==> src/rtl/router_reg_pkg.sv <==
// Shared router definitions: byte width, address field layout and the reserved address.
// Imported by the FSM, synchronizer, FIFO and this datapath register stage.
package router_reg_pkg;
  localparam int DATA_W = 8;
  localparam int ADDR_W = 2;
  localparam logic [ADDR_W-1:0] ADDR_INVALID = 2'b11;

  typedef logic [DATA_W-1:0] pkt_byte_t;

  function automatic logic addr_ok(input pkt_byte_t b);
    return b[ADDR_W-1:0] != ADDR_INVALID;
  endfunction
endpackage

==> src/rtl/router_reg_if.sv <==
// Bundle between the router FSM/source side (master) and the datapath register stage (slave).
interface router_reg_if #(
  parameter int DATA_W = router_reg_pkg::DATA_W
);
  logic              pkt_valid;
  logic [DATA_W-1:0] data_in;
  logic              fifo_full;
  logic              detect_addr;
  logic              lfd_state;
  logic              ld_state;
  logic              laf_state;
  logic              full_state;
  logic              rst_int_reg;
  logic              parity_done;
  logic              low_pkt_valid;
  logic              err;
  logic [DATA_W-1:0] dout;

  modport master (
    output pkt_valid, data_in, fifo_full, detect_addr, lfd_state,
           ld_state, laf_state, full_state, rst_int_reg,
    input  parity_done, low_pkt_valid, err, dout
  );

  modport slave (
    input  pkt_valid, data_in, fifo_full, detect_addr, lfd_state,
           ld_state, laf_state, full_state, rst_int_reg,
    output parity_done, low_pkt_valid, err, dout
  );
endinterface

==> src/rtl/router_parity.sv <==
// Running XOR parity accumulator: clear has priority over accumulate.
module router_parity #(
  parameter int DATA_W = router_reg_pkg::DATA_W
) (
  input  logic              clock,
  input  logic              resetn,
  input  logic              i_clr,
  input  logic              i_en,
  input  logic [DATA_W-1:0] i_data,
  output logic [DATA_W-1:0] o_par
);
  logic [DATA_W-1:0] r_par;

  always_ff @(posedge clock or negedge resetn) begin
    if (!resetn) begin
      r_par <= '0;
    end else if (i_clr) begin
      r_par <= '0;
    end else if (i_en) begin
      r_par <= r_par ^ i_data;
    end
  end

  assign o_par = r_par;
endmodule

==> src/rtl/router_reg.sv <==
// Router datapath register stage: header/stall byte holding, FIFO write byte selection,
// running and received parity, and the parity_done / low_pkt_valid / err status flags.
module router_reg #(
  parameter int DATA_W = router_reg_pkg::DATA_W
) (
  input  logic        clock,
  input  logic        resetn,
  router_reg_if.slave bus
);
  import router_reg_pkg::*;

  logic [DATA_W-1:0] r_dout;
  logic [DATA_W-1:0] r_hdr;
  logic [DATA_W-1:0] r_hold;
  logic [DATA_W-1:0] r_pkt_par;
  logic              r_parity_done;
  logic              r_low_pkt_valid;
  logic              r_err;

  logic [DATA_W-1:0] w_int_par;
  logic [DATA_W-1:0] w_par_data;
  logic              w_par_en;
  logic              w_hdr_load;
  logic              w_pd_set;

  assign w_hdr_load = bus.detect_addr & bus.pkt_valid &
                      (bus.data_in[ADDR_W-1:0] != ADDR_INVALID);

  // The parity byte itself (pkt_valid low) never enters the running parity.
  assign w_par_en   = bus.lfd_state | (bus.ld_state & bus.pkt_valid & !bus.full_state);
  assign w_par_data = bus.lfd_state ? r_hdr : bus.data_in;

  // Second term covers a parity byte that was stalled and is only written out in LOAD_AFTER_FULL.
  assign w_pd_set = (bus.ld_state & !bus.fifo_full & !bus.pkt_valid) |
                    (bus.laf_state & r_low_pkt_valid & !r_parity_done);

  router_parity #(.DATA_W(DATA_W)) u_parity (
    .clock  (clock),
    .resetn (resetn),
    .i_clr  (bus.detect_addr),
    .i_en   (w_par_en),
    .i_data (w_par_data),
    .o_par  (w_int_par)
  );

  always_ff @(posedge clock or negedge resetn) begin
    if (!resetn) begin
      r_hdr     <= '0;
      r_hold    <= '0;
      r_pkt_par <= '0;
      r_dout    <= '0;
    end else begin
      if (w_hdr_load) r_hdr <= bus.data_in;
      if (bus.ld_state && bus.fifo_full) r_hold <= bus.data_in;
      if (bus.ld_state && !bus.pkt_valid) r_pkt_par <= bus.data_in;

      if (bus.lfd_state) begin
        r_dout <= r_hdr;
      end else if (bus.ld_state && !bus.fifo_full) begin
        r_dout <= bus.data_in;
      end else if (bus.laf_state) begin
        r_dout <= r_hold;
      end
    end
  end

  always_ff @(posedge clock or negedge resetn) begin
    if (!resetn) begin
      r_low_pkt_valid <= 1'b0;
      r_parity_done   <= 1'b0;
      r_err           <= 1'b0;
    end else begin
      if (bus.rst_int_reg) begin
        r_low_pkt_valid <= 1'b0;
      end else if (bus.ld_state && !bus.pkt_valid) begin
        r_low_pkt_valid <= 1'b1;
      end

      if (bus.detect_addr) begin
        r_parity_done <= 1'b0;
      end else if (w_pd_set) begin
        r_parity_done <= 1'b1;
      end

      // Compared only once parity_done is registered, so pkt_par is already settled.
      if (bus.detect_addr) begin
        r_err <= 1'b0;
      end else if (r_parity_done) begin
        r_err <= (w_int_par != r_pkt_par);
      end
    end
  end

  assign bus.dout          = r_dout;
  assign bus.parity_done   = r_parity_done;
  assign bus.low_pkt_valid = r_low_pkt_valid;
  assign bus.err           = r_err;
endmodule
==> src/flat_wrapper.sv <==
// flat-port wrapper written by rule: the top's interface ports become plain ports
module router_reg_flat import router_reg_pkg::*;
#(
  parameter int DATA_W = router_reg_pkg::DATA_W
)
  (clock, resetn, bus_pkt_valid, bus_data_in, bus_fifo_full, bus_detect_addr, bus_lfd_state, bus_ld_state, bus_laf_state, bus_full_state, bus_rst_int_reg, bus_parity_done, bus_low_pkt_valid, bus_err, bus_dout);
  router_reg_if #(.DATA_W(DATA_W)) bus_i ();
  input  logic clock;
  input  logic resetn;
  input wire logic [$bits(bus_i.pkt_valid)-1:0] bus_pkt_valid;
  input wire logic [$bits(bus_i.data_in)-1:0] bus_data_in;
  input wire logic [$bits(bus_i.fifo_full)-1:0] bus_fifo_full;
  input wire logic [$bits(bus_i.detect_addr)-1:0] bus_detect_addr;
  input wire logic [$bits(bus_i.lfd_state)-1:0] bus_lfd_state;
  input wire logic [$bits(bus_i.ld_state)-1:0] bus_ld_state;
  input wire logic [$bits(bus_i.laf_state)-1:0] bus_laf_state;
  input wire logic [$bits(bus_i.full_state)-1:0] bus_full_state;
  input wire logic [$bits(bus_i.rst_int_reg)-1:0] bus_rst_int_reg;
  output wire logic [$bits(bus_i.parity_done)-1:0] bus_parity_done;
  output wire logic [$bits(bus_i.low_pkt_valid)-1:0] bus_low_pkt_valid;
  output wire logic [$bits(bus_i.err)-1:0] bus_err;
  output wire logic [$bits(bus_i.dout)-1:0] bus_dout;
  assign bus_i.pkt_valid = bus_pkt_valid;
  assign bus_i.data_in = bus_data_in;
  assign bus_i.fifo_full = bus_fifo_full;
  assign bus_i.detect_addr = bus_detect_addr;
  assign bus_i.lfd_state = bus_lfd_state;
  assign bus_i.ld_state = bus_ld_state;
  assign bus_i.laf_state = bus_laf_state;
  assign bus_i.full_state = bus_full_state;
  assign bus_i.rst_int_reg = bus_rst_int_reg;
  assign bus_parity_done = bus_i.parity_done;
  assign bus_low_pkt_valid = bus_i.low_pkt_valid;
  assign bus_err = bus_i.err;
  assign bus_dout = bus_i.dout;
  router_reg #(.DATA_W(DATA_W)) u_core (.clock(clock), .resetn(resetn), .bus(bus_i));
endmodule
==> config.mk <==
export PLATFORM = sky130hd
export DESIGN_NAME = router_reg_flat
export DESIGN_NICKNAME = d
export VERILOG_FILES = /design/src/rtl/router_reg_pkg.sv /design/src/rtl/router_reg_if.sv /design/src/rtl/router_parity.sv /design/src/rtl/router_reg.sv /design/src/flat_wrapper.sv
export SDC_FILE = /design/constraint.sdc
export NUM_CORES = 1
export LEC_CHECK = 0
export CAP_MARGIN = 40
export CORE_ASPECT_RATIO = 1.1
export CORE_MARGIN = 8
export CORE_UTILIZATION = 35
export CTS_CLUSTER_DIAMETER = 100
export DETAILED_ROUTE_END_ITERATION = 16
export PLACE_DENSITY = 0.61
export SLEW_MARGIN = 25
export SYNTH_ARGS = -nofsm -noshare
export SYNTH_HDL_FRONTEND = slang
export SYNTH_HIERARCHICAL = 1
export SYNTH_SLANG_ARGS = --single-unit
==> constraint.sdc <==
create_clock -name clock -period 1.12 [get_ports clock]
set_input_delay 0.112 -clock clock [delete_from_list [all_inputs] [get_ports clock]]
set_output_delay 0.112 -clock clock [all_outputs]
set_load 0.005 [all_outputs]
# Word-level counts from Yosys, hierarchy flattened
# Index checks and enable logic that the tools add are counted.
# W data, S select, Z words.
[word_totals]
ff_bits = 43
input_bits = 18
out_inout_bits = 11
[op_classes]
eq_ne = 2
mux = 12
bitwise_logic = 11
reduce_logical = 12
[ops]
columns = ["operator", "n"]
rows = [
  ["$mux W8", 6],
  ["$and A1 B1 Y1", 8],
  ["$ne A8 B8 Y1", 1],
  ["$reduce_bool A2 Y1", 4],
  ["$xor A8 B8 Y8", 1],
  ["$mux W1", 6],
  ["$logic_not A1 Y1", 4],
  ["$logic_and A1 B1 Y1", 3],
  ["$reduce_bool A3 Y1", 1],
  ["$ne A2 B2 Y1 const B", 1],
  ["$or A1 B1 Y1", 2],
]

# Depth between registers and ports, before layout
# Gate-level depths: netlist of run 1.
[depth]
depth_word = 6
ltp_mapped = 7
ltp_nobuf = 4

# Modules after synthesis
# Netlist of run 1, hierarchy kept.
[by_module_without_submodules]
columns = ["mod", "instances", "cells_each", "area_each_um2"]
rows = [
  ["router_reg", 1, 135, 1714.1],
  ["router_parity", 1, 35, 406.6],
]

# Worst setup path before layout of run 1
# OpenSTA, ideal clock, no wires.
[synth_timing]
kind = "input to register"
from = "in bus_lfd_state"
to = "reg u_core.u_parity.r_par[6], in the netlist u_core/u_parity/o_par[6]"
setup_ps = 132
arrival_time_ps = 1092
required_ps = 988
slack_ps = -105
cell_stages = 7
n_path_buf = 4
path_cell_list = "buf_2 clkbuf_1 o21bai_1 buf_6 buf_6 a21bo_1 a21oi_1"
[synth_between]
elab_cells_between_ends = 6
classes_between = "mux: 3; bitwise: 2; reduce/logical: 1"
[synth_lines]
columns = ["element", "line", "text"]
rows = [
  ["start: declaration", "flat_wrapper.sv:14", "input wire logic [$bits(bus_i.lfd_state)-1:0] bus_lfd_state;"],
  ["$or A1 B1 Y1", "router_reg.sv:30", "assign w_par_en = bus.lfd_state | (bus.ld_state & bus.pkt_valid & !bus.full_state);"],
  ["via u_core.w_par_en", "router_reg.sv:22", "logic w_par_en;"],
  ["$reduce_bool A2 Y1 (no line)", "-", ""],
  ["end signal: assignment", "router_parity.sv:20", "r_par <= r_par ^ i_data;"],
  ["end: declaration", "router_parity.sv:12", "logic [DATA_W-1:0] r_par;"],
]
# The timed path passes the listed nets, and every way through them passes these cells. The select of a mux whose other input is x is not followed.
# A chain may end at the register's enable or synchronous reset.

# Worst setup path after layout of run 1
[layout_timing]
from = "reg u_core.u_parity.r_par[3], in the netlist u_core/u_parity/o_par[3]"
to = "reg u_core.r_err, in the netlist u_core/bus.err"
[layout_between]
elab_chain_cells = 3
[layout_rtl]
columns = ["element", "line", "text"]
rows = [
  ["$ne A8 B8 Y1", "router_reg.sv:89", "r_err <= (w_int_par != r_pkt_par);"],
  ["$mux W1", "router_reg.sv:88", "end else if (r_parity_done) begin"],
  ["$mux W1", "router_reg.sv:86", "if (bus.detect_addr) begin"],
  ["end signal: assignment", "router_reg.sv:89", ""],
  ["end: declaration", "router_reg.sv:18", "logic r_err;"],
]
# No other way between the ends. The select of a mux whose other input is x is not followed.

==> metrics.md, run 1 <==
| Metric | Value |
|---|---|
| RD Place Congestion | `0.739` |
| Core Box Area | `5810 um2` |
| Max Slew Vio Count | `0` |
| Synth unique cells | `32` |
| Die Height | `97.6 um` |
| Period Utilization, post-route | `1.09` |
| Worst path slowest cell | `dfrtp_1` |
| Pin count of the biggest net entering global routing | `44` |
| Slew @ Worst Pin | `0.378 ns` |
| Outcome | `finished with violations` |
| RSZ-0062 raised after global routing | `true` |
| Diodes inserted | `0` |
| Vias in the first global route | `1693` |
| Number of enable flip-flop cells after synthesis | `0` |
| Failing checks | `negative setup slack` |
| Drt drc | `0` |
| Peak supply drop | `between 0.0006 and 0.0007 V` |
| Critical path class | `register to register` |
| Vias post-DR | `1594` |
| First-pass GRT wire length | `8790 um` |
| Hold Violations, Final | `0` |
| Antenna violations before repair | `0` |
| Post-layout min period | `1.22 ns` |
| Clock Latency Late Sink | `0.29 ns` |
| CP Data Required Time | `1.28 ns` |
| Final clock skew | `0.00592 ns` |
| Clk pwr share | `0.271` |
| FMAX | `820 MHz` |
| Remaining Overflow, GRT | `0` |
| Yosys Warn Count | `6` |
| Net Sw Frac | `0.262` |
| Synth Net Count | `188` |
| Register area share after synthesis | `0.507` |
| CTS root buffer | `clkbuf_8` |
| Worst hold path type | `input port to register` |
| Slew HR | `0.747` |
| Finished Cell Area | `2950 um2` |
| Reg power frac | `0.484` |
| IO Count | `29` |
| Post-DRT Antenna Nets | `0` |
| PwrDens | `1340 nW/um2` |
| CTS max path bufs | `2` |
| Clock transition at the registers of the reported paths | `0.08 ns` |
| Clock sinks | `43` |
| Layout cells sized above 1 | `0.408` |
| Net Sw Power | `0.00103 W` |
| DP HPWL | `3540 um` |
| Cell Area, Synth | `2120 um2` |
| Static Leakage | `1.35 nW` |
| DIE WIDTH | `90.2 um` |
| Logic pwr share | `0.245` |
| Max-capacitance violation count | `0` |
| CP max stage delay | `0.40 ns` |
| Row count | `29` |
| Setup violators final | `1` |
| Int Pwr | `0.00292 W` |
| DP Area | `2700 um2` |
| DR pass1 iterations | `4` |
| Mean Syn Cell Area | `12.5 um2` |
| Cells after Synth | `170` |
| Total clock buffers created by CTS | `5` |
| Startpoint Class | `register` |
| Cell Chain, Critical Path | `xor2_1 > nor4_2 > buf_4 > a41oi_2` |
| Total power | `approximately 0.0040 W` |
| P&R area growth vs syn | `39.1%` |
| WL final | `a little over 5000 um` |
| Full die area | `8810 um2` |
| CTS tree | `built` |
| Nets | `255` |
| Avg WL per Cell | `around 16 um` |
| Register bit count reported by yosys | `43` |
| Vias per cell | `5.06` |
| All-Layer GR Usage | `0.123` |
| Multi-input logic area | `slightly below 1000 um2` |
| Starting Density | `0.365` |
| Port bufs | `28` |
| Fillers | `550` |
| H-tree levels | `2` |
| Main synth FF type | `dfrtp_1` |
| Register area | `1080 um2` |
| Critical path peak fanout | `2` |
| Worst setup margin | `-0.100 ns` |
| Post-synth ARST share | `1.00` |
| WP data arrival | `1.38 ns` |
| Detailed Route Iter0 Violations | `38` |
| Endpoint type of the worst setup path | `register` |
## synthesized netlist by cell type, types with 2 or more instances
library cell,n,share of area
xor2_1,7,0.029
o22a_1,2,0.0083
a21bo_1,2,0.0094
a31oi_1,8,0.024
nand2_1,2,0.0035
nor2_1,4,0.0071
buf_2,4,0.0094
nand3b_1,8,0.028
a21bo_2,6,0.028
o21bai_1,2,0.0071
a32oi_1,8,0.033
buf_6,4,0.021
dfrtp_1,43,0.51
a21oi_1,10,0.024
mux2_2,30,0.16
o21ai_1,8,0.019
and3b_1,7,0.029
## metrics by stage
stage	setup TNS, ns	hold slack (ns)	utilization	setup WS (ns)	cells
6_report	-0.100	0.301	0.508	-0.100	315
3_3_place_gp	-14.59	0.108	0.464	-0.451	296
5_1_grt	-0.172	0.323	0.508	-0.172	315
3_5_place_dp	-14.93	0.108	0.464	-0.464	296
2_1_floorplan	-0.00577	-0.184	-	-0.00577	170
4_1_cts	-0.145	0.287	0.500	-0.145	313
## cell families after synthesis
| logic type | after synthesis | share of synthesized area |
|---|---|---|
| mux | 30 | 0.159 |
| buf+inv | 13 | 0.0466 |
| flops | 43 | 0.507 |
| simple gates | 27 | 0.0903 |
| compound gates | 49 | 0.163 |
| xor+xnor | 8 | 0.0330 |
## power groups by stage
stage               sequential, W  clock (W)  combinational, W
global placement          0.00195          0          0.000881
finish                    0.00191    0.00107          0.000968
detailed placement        0.00195          0          0.000894
floorplan                 0.00192          0          0.000485
global route              0.00195    0.00117           0.00106
CTS                       0.00192    0.00111          0.000938
## worst max-delay path, delay by kind of cell, from the launching register on
family                    cells  cell delay, ns
buffers and inverters         1            0.16
DFF                           1            0.40
AOI/OAI and AO/OA             1            0.07
and+or+nand+nor               1            0.29
xor gates and xnor gates      1            0.18
## layout make-up
type / instances / share of cell area
repair buffers: 72 / 0.230
clock buffers: 8 / 0.0339
multi-input cells: 114 / 0.337
well taps: 77 / 0.0327
flip-flops and latches: 43 / 0.365
inverters: 1 / 0.00127
## worst paths after layout
| check | from | to | slack, ns | cells past startpoint |
|---|---|---|---|---|
| max in group asynchronous | resetn | u_core/r_pkt_par[5] | 0.59 | 3 |
| min in group asynchronous | resetn | u_core/r_hdr[1] | 0.32 | 3 |
| max reg2reg | u_core/u_parity/o_par[3] | u_core/bus.err | -0.10 | 4 |
| max | u_core/u_parity/o_par[3] | u_core/bus.err | -0.10 | 4 |
| min reg2reg | u_core/r_hold[2] | u_core/r_hold[2] | 0.51 | 1 |
| min | bus_pkt_valid | u_core/bus.parity_done | 0.30 | 3 |
## state kept, by name, indices dropped and copies added (netlist names)
signal	cells
u_core/r_hdr	8
u_core/bus.low_pkt_valid	1
u_core/bus.dout	8
u_core/u_parity/o_par	8
u_core/r_hold	8
u_core/bus.parity_done	1
u_core/r_pkt_par	8
u_core/bus.err	1
## layout by cell type, fill, tap and decap left out, types with 3 or more instances in the layout
cell type and n:
clkbuf_8 7, a21bo_2 6, xor2_1 7, nand3b_1 8, a31oi_1 8, and3b_1 7, a32oi_1 8, a21oi_1 8
dlygate4sd2_1 12, dfrtp_1 43, mux2_2 28, buf_12 4, clkdlybuf4s50_1 12, nor2_1 3, o21ai_1 8, buf_4 36
## layer usage
layer | routed length, um | global-route usage | vias to the layer above
li1 | - | - | 766
met1 | 2450 | 0.158 | 794
met2 | 2440 | 0.197 | 29
met3 | 166 | 0.0263 | 5
met4 | 78 | 0.0449 | 0
met5 | 0 | 0 | -
## timing repair
action,4_1_cts,5_1_grt
setup buffers,7,2
gates cloned,1,0
resized for setup,22,8
pin swaps,3,2
endpoints found under the setup margin,50,14
hold buffers,1,0
hold endpoints to repair,43,0
Note: power is estimated with default switching activity, not from simulation.
==> run 2, diff against run 1 <==
- SYNTH_HIERARCHICAL: 1 -> unset
==> metrics.md, run 2 <==
| Metric | Value |
|---|---|
| Register area | `1080 um2 (unchanged)` |
| CP max stage delay | `0.39 ns (about the same)` |
| Post-Synth Adder-Cell Area | `0 (unchanged)` |
| Synth area leaders | `dfrtp_1 (54%), mux2_2 (12%), xnor2_1 (5.7%)` |
| Largest family of logic cells by synthesized area | `multiplexers` |
| CP Data Required Time | `1.29 ns (about the same)` |
| RD Place Congestion | `0.759 (+2.7%)` |
| Post-DRT Antenna Nets | `0 (unchanged)` |
| Commonest non-fill, non-tap cell in the layout | `dfrtp_1` |
| Starting Density | `0.353 (-0.0123)` |
| Total clock buffers created by CTS | `5 (unchanged)` |
| Setup violators final | `0 (-1)` |
| Hold Violations, Final | `0 (unchanged)` |
| Top sig layer | `met4` |
| Final non-filler cell total | `314 (-0.32%)` |
| Slew HR | `0.842 (+0.0949)` |
| Vias per cell | `4.82 (-4.7%)` |
| Cell Chain, Critical Path | `xnor2_1 > nand4_1 > nor4_2 > a31oi_1` |
| CP Capture Point | `u_core.bus.err` |
| Mux cell area share after synthesis | `0.164 (+0.00477)` |
| RSZ-0062 raised after global routing | `true` |
| Worst hold path type | `input port to register` |
| FMAX | `899 MHz (+9.7%)` |
| Met2 WL post-DR | `2220 um (-9.1%)` |
| Diodes inserted | `0 (unchanged)` |
| Die Height | `95.2 um (-2.5%)` |
| Cells after Synth | `169 (-0.59%)` |
| FF-to-FF path depth | `4 (unchanged)` |
| CTS root buffer | `clkbuf_8` |
| Flop2flop setup slack | `0.008 ns (+0.11 ns)` |
| Worst r2r dst | `u_core.bus.err` |
| Full die area | `8390 um2 (-4.8%)` |
| Register area share after synthesis | `0.539 (+0.0311)` |
| Vias in the first global route | `1626 (-4.0%)` |
| Antenna violations before repair | `0 (unchanged)` |
| IO Count | `29 (unchanged)` |
| CTS tree | `built` |
| DR WL met3 | `232 um (+40%)` |
| Critical path peak fanout | `2 (unchanged)` |
| DIE WIDTH | `88.0 um (-2.4%)` |
| Core Box Area | `5660 um2 (-2.5%)` |
| Layout cells sized above 1 | `0.338 (-0.0700)` |
| Final clock skew | `0.00874 ns (+0.00282 ns)` |
| Post-synthesis xor/xnor area fraction | `0.0701 (+0.0371)` |
| Max Slew Vio Count | `0 (unchanged)` |
| Main synth FF type | `dfrtp_1` |
| Post-layout min period | `1.11 ns (-0.108 ns)` |
| Synth top area share | `0.539 (+0.0311)` |
| Detailed Route Iter0 Violations | `38 (unchanged)` |
| Worst Hold Path Cells | `5 (+2)` |
| WHS | `0.312 ns (+0.0105 ns)` |
| Multi-input logic area | `910 um2 (-8.4%)` |
| Cell Area, Synth | `2000 um2 (-5.8%)` |
| Row count | `29 (unchanged)` |
| Avg WL per Cell | `14.8 um (-9.3%)` |
| Post-synth ARST share | `1.00 (unchanged)` |
| Synth Net Count | `187 (-0.53%)` |
| Worst R2R Start | `u_core.r_pkt_par[5]` |
| DR pass1 iterations | `4 (unchanged)` |
| Yosys Warn Count | `0 (-6)` |
| P&R area growth vs syn | `40.5%` |
| WL final | `4640 um (-9.6%)` |
| Clock sinks | `43 (unchanged)` |
| PwrDens | `1420 nW/um2 (+5.9%)` |
| Most common cell in the synthesized netlist | `dfrtp_1` |
| Mean Syn Cell Area | `11.8 um2 (-5.2%)` |
| Slew @ Worst Pin | `0.230 ns (-0.148 ns)` |
| First-pass GRT wire length | `7570 um (-14%)` |
| Drt drc | `0 (unchanged)` |
| H-tree levels | `2 (unchanged)` |
| All-Layer GR Usage | `0.120 (-0.00292)` |
| Synth Area in Compound Gates | `0.0971 (-0.0664)` |
| Outcome | `complete, no violations` |
| Peak supply drop | `0.000724 V (+12%)` |
| Setup crit start | `u_core.r_pkt_par[5]` |
| Static Leakage | `1.28 nW (-5.0%)` |
| Most frequent cells in the layout | `dfrtp_1 (43), buf_4 (32), mux2_2 (22)` |
| Max-capacitance violation count | `0 (unchanged)` |
| Wl on met1 | `2070 um (-15%)` |
| Vias post-DR | `1515 (-5.0%)` |
| Period Utilization, post-route | `0.993 (-0.0965)` |
| Remaining Overflow, GRT | `0 (unchanged)` |
| CTS max path bufs | `2 (unchanged)` |
| Synth area leader | `dfrtp_1` |
| Register bit count reported by yosys | `43 (unchanged)` |
| Clock Latency Late Sink | `0.30 ns (about the same)` |
| Port bufs | `28 (unchanged)` |
| Synth Area in Simple Gates | `0.100 (+0.00992)` |
| Number of enable flip-flop cells after synthesis | `0 (unchanged)` |
| Nets | `254 (-0.39%)` |
| Worst path slowest cell | `dfrtp_1` |
| Placed Cells | `302 (+2.0%)` |
| Synth unique cells | `26 (-19%)` |
| Clock transition at the registers of the reported paths | `0.08 ns (about the same)` |
| Fillers | `530 (-3.6%)` |
| Most common library cells after synthesis | `dfrtp_1 (43), mux2_2 (22), a21oi_1 (17), nor2_1 (17), xnor2_1 (13)` |
| Endpoint type of the worst setup path | `register` |
| Critical path class | `register to register` |
| Startpoint Class | `register` |
| DP HPWL | `3450 um (-2.3%)` |
| WP data arrival | `1.28 ns (-0.10 ns)` |
| Pin count of the biggest net entering global routing | `44 (unchanged)` |
-- run 2: critical path: cells and delay by family (launching register included) --
kind | cells | cell delay [ns]
DFF | 1 | 0.39
AOI/OAI and AO/OA | 1 | 0.11
and+or+nand+nor | 2 | 0.29
xor gates and xnor gates | 1 | 0.20
-- run 2: layout make-up --
class | count | share of cell area
clock inverters | 1 | 0.00267
inverters | 1 | 0.00134
clock buffers | 7 | 0.0343
well taps | 77 | 0.0343
flip-flops and latches | 43 | 0.383
multi-input cells | 117 | 0.324
repair buffers | 68 | 0.220
-- run 2: repair_timing --
| action | 4_1_cts | 5_1_grt |
|---|---|---|
| hold buffers | 1 | 0 |
| pin swaps | 0 | 2 |
| endpoints found under the setup margin | 34 | 22 |
| endpoints found under the hold margin | 43 | 0 |
| buffers inserted | 3 | 0 |
| resized for setup | 24 | 6 |
| cloned | 0 | 0 |
-- run 2: cell families (layout without fill, tap and decap cells) --
| logic type | after synthesis | in the layout |
|---|---|---|
| buffers and inverters | 9 | 77 |
| muxes | 30 | 30 |
| and+or+nand+nor | 42 | 42 |
| AOI/OAI and AO/OA | 29 | 29 |
| xor gates and xnor gates | 16 | 16 |
| DFF | 43 | 43 |
-- run 2: worst min path at each step --
stage,from,to
2_1_floorplan,resetn,u_core.bus.dout[0]
3_3_place_gp,resetn,u_core.r_pkt_par[3]
3_5_place_dp,resetn,u_core.r_pkt_par[2]
4_1_cts,resetn,u_core.r_pkt_par[2]
5_1_grt,resetn,u_core.u_parity.o_par[3]
6_report,bus_pkt_valid,u_core.r_hdr[1]
-- run 2: per-layer routing --
| metal | vias to the layer above | global-route usage |
|---|---|---|
| met5 | - | 0 |
| met4 | 0 | 0.0578 |
| met3 | 10 | 0.0371 |
| met2 | 33 | 0.190 |
| met1 | 741 | 0.145 |
| li1 | 731 | - |
-- run 2: report_power, final --
| group | switching (W) | internal (W) |
|---|---|---|
| Combinational | 0.000379 | 0.000565 |
| Clock | 0.000523 | 0.000561 |
| Sequential | 0.000165 | 0.00179 |
| Total | 0.00107 | 0.00292 |
-- run 2: through the flow --
stage	setup TNS, ns	power [W]	util	setup slack (ns)	instance area, um2
after floorplan	0	0.00246	-	0.107	2000
after CTS	-0.0487	0.00402	0.492	-0.0487	2780
after global routing	-0.0678	0.00421	0.496	-0.0678	2810
after detailed placement	-13.70	0.00293	0.463	-0.458	2620
final	0	0.00399	0.496	0.00799	2810
after global placement	-13.27	0.00292	0.463	-0.438	2620
==> run 3, diff against run 2 <==
- SKIP_LAST_GASP: unset -> 1
==> metrics.md, run 3 (same netlist as run 2, synthesis figures left out) <==
| Metric | Value |
|---|---|
| P&R area growth vs syn | `41.1%` |
| DP Area | `2620 um2 (unchanged)` |
| Static Leakage | `1.30 nW (+1.3%)` |
| CP Data Required Time | `1.29 ns (about the same)` |
| RD Place Congestion | `0.759 (unchanged)` |
| Post-DRT Antenna Nets | `0 (unchanged)` |
| Flop2flop setup slack | `0.008 ns (about the same)` |
| Finished Cell Area | `2820 um2 (+0.40%)` |
| Critical path peak fanout | `2 (unchanged)` |
| Full die area | `8390 um2 (unchanged)` |
| Final clock skew | `0.00873 ns (-0.0000116 ns)` |
| Outcome | `complete, no violations` |
| Worst slack at placement | `-0.458 ns (unchanged)` |
| Max-capacitance violation count | `0 (unchanged)` |
| Hold Violations, Final | `0 (unchanged)` |
| Worst R2R Start | `u_core.r_pkt_par[5]` |
| IO Count | `29 (unchanged)` |
| CTS tree | `built` |
| Worst Hold Path Cells | `5 (unchanged)` |
| Most frequent cells in the layout | `dfrtp_1 (43), buf_4 (32), mux2_2 (22)` |
| Total clock buffers created by CTS | `5 (unchanged)` |
| Cell Chain, Critical Path | `xnor2_1 > nand4_1 > nor4_2 > a31oi_1` |
| Slew @ Worst Pin | `0.230 ns (unchanged)` |
| WP data arrival | `1.28 ns (about the same)` |
| Clock sinks | `43 (unchanged)` |
| WHS Endpoint | `u_core.r_hdr[1]` |
| Layout cells sized above 1 | `0.342 (+0.00422)` |
| WHS | `0.312 ns (unchanged)` |
| Startpoint Class | `register` |
| DP HPWL | `3450 um (unchanged)` |
| FF-to-FF path depth | `4 (unchanged)` |
| First-pass GRT wire length | `7570 um (unchanged)` |
| Worst path slowest cell | `dfrtp_1` |
| Avg WL per Cell | `14.8 um (+0.19%)` |
| PwrDens | `1420 nW/um2 (about the same)` |
| Vias in the first global route | `1626 (unchanged)` |
| Clock Latency Late Sink | `0.30 ns (about the same)` |
| Nets | `254 (unchanged)` |
| Worst Hold Launch | `bus_pkt_valid` |
| Die Height | `95.2 um (unchanged)` |
| Critical path class | `register to register` |
| Diodes inserted | `0 (unchanged)` |
| Clock transition at the registers of the reported paths | `0.08 ns (about the same)` |
| Starting Density | `0.353 (unchanged)` |
| All-Layer GR Usage | `0.120 (unchanged)` |
| FMAX | `899 MHz (about the same)` |
| Max Slew Vio Count | `0 (unchanged)` |
| Detailed Route Iter0 Violations | `42 (+11%)` |
| Worst r2r dst | `u_core.bus.err` |
| Slew HR | `0.842 (unchanged)` |
| RSZ-0062 raised after global routing | `true` |
| Peak supply drop | `0.000720 V (-0.52%)` |
| Pin count of the biggest net entering global routing | `44 (unchanged)` |
| Antenna violations before repair | `0 (unchanged)` |
| Commonest non-fill, non-tap cell in the layout | `dfrtp_1` |
| Drt drc | `0 (unchanged)` |
| Vias per cell | `4.82 (unchanged)` |
| H-tree levels | `2 (unchanged)` |
| Post-layout min period | `1.11 ns (-0.0000983 ns)` |
| Remaining Overflow, GRT | `0 (unchanged)` |
| Row count | `29 (unchanged)` |
| CTS max path bufs | `2 (unchanged)` |
| DIE WIDTH | `88.0 um (unchanged)` |
| WL final | `4640 um (+0.19%)` |
| Vias post-DR | `1515 (unchanged)` |
| Setup violators final | `0 (unchanged)` |
| Port bufs | `28 (unchanged)` |
| Endpoint type of the worst setup path | `register` |
| Core Box Area | `5660 um2 (unchanged)` |
| CP max stage delay | `0.39 ns (about the same)` |
| CTS root buffer | `clkbuf_8` |
| Worst setup margin | `0.00809 ns (+0.0000983 ns)` |
| Worst hold path type | `input port to register` |
| Period Utilization, post-route | `0.993 (about the same)` |
| DR pass1 iterations | `4 (unchanged)` |
[run 3: metrics by stage]
stage / std cells / total power (W) / TNS, ns / util
CTS: 314 / 0.00402 / -0.192 / 0.492
global placement: 302 / 0.00292 / -13.27 / 0.463
finish: 314 / 0.00400 / 0 / 0.498
global route: 314 / 0.00422 / -0.0597 / 0.498
floorplan: 169 / 0.00246 / 0 / -
detailed placement: 302 / 0.00293 / -13.70 / 0.463
[run 3: cell type report]
class                   instances  area (um2)
clock inverters                 1        7.51
inverters                       1        3.75
flip-flops and latches         43        1080
repair buffers                 68         622
well taps                      77        96.3
multi-input cells             117         917
clock buffers                   7        96.3
fillers                       530        2840
[run 3: routing by layer]
metal,GRT usage,share of wire
met1,0.145,0.44
met2,0.190,0.48
met3,0.0371,0.050
met4,0.0578,0.025
met5,0,0
[run 3: repair_timing]
action | in CTS | in global routing
pin swaps | 0 | 3
resized for setup | 23 | 8
hold buffers | 1 | 0
endpoints found under the setup margin | 34 | 23
gates cloned | 0 | 0
buffers inserted | 3 | 0
endpoints found under the hold margin | 43 | 0
[run 3: how the worst max path moves through the flow]
stage          cells after the start                      to                     start
5_1_grt                            4          u_core.bus.err       u_core.r_pkt_par[5]
6_report                           4          u_core.bus.err       u_core.r_pkt_par[5]
3_5_place_dp                       6  u_core.bus.parity_done             bus_fifo_full
4_1_cts                            1         bus_parity_done    u_core.bus.parity_done
3_3_place_gp                       6  u_core.bus.parity_done             bus_fifo_full
2_1_floorplan                      3          u_core.bus.err  u_core.u_parity.o_par[4]
[run 3: power by group]
group          internal, W  switching [W]
logic             0.000572       0.000380
registers          0.00179       0.000169
clock network     0.000561       0.000523
[run 3: worst max-delay path: cells and delay by family, from the launching register on]
kind | cells | cell delay, ns
AOI/OAI and AO/OA | 1 | 0.11
and+or+nand+nor | 2 | 0.29
DFF | 1 | 0.39
xor gates and xnor gates | 1 | 0.20
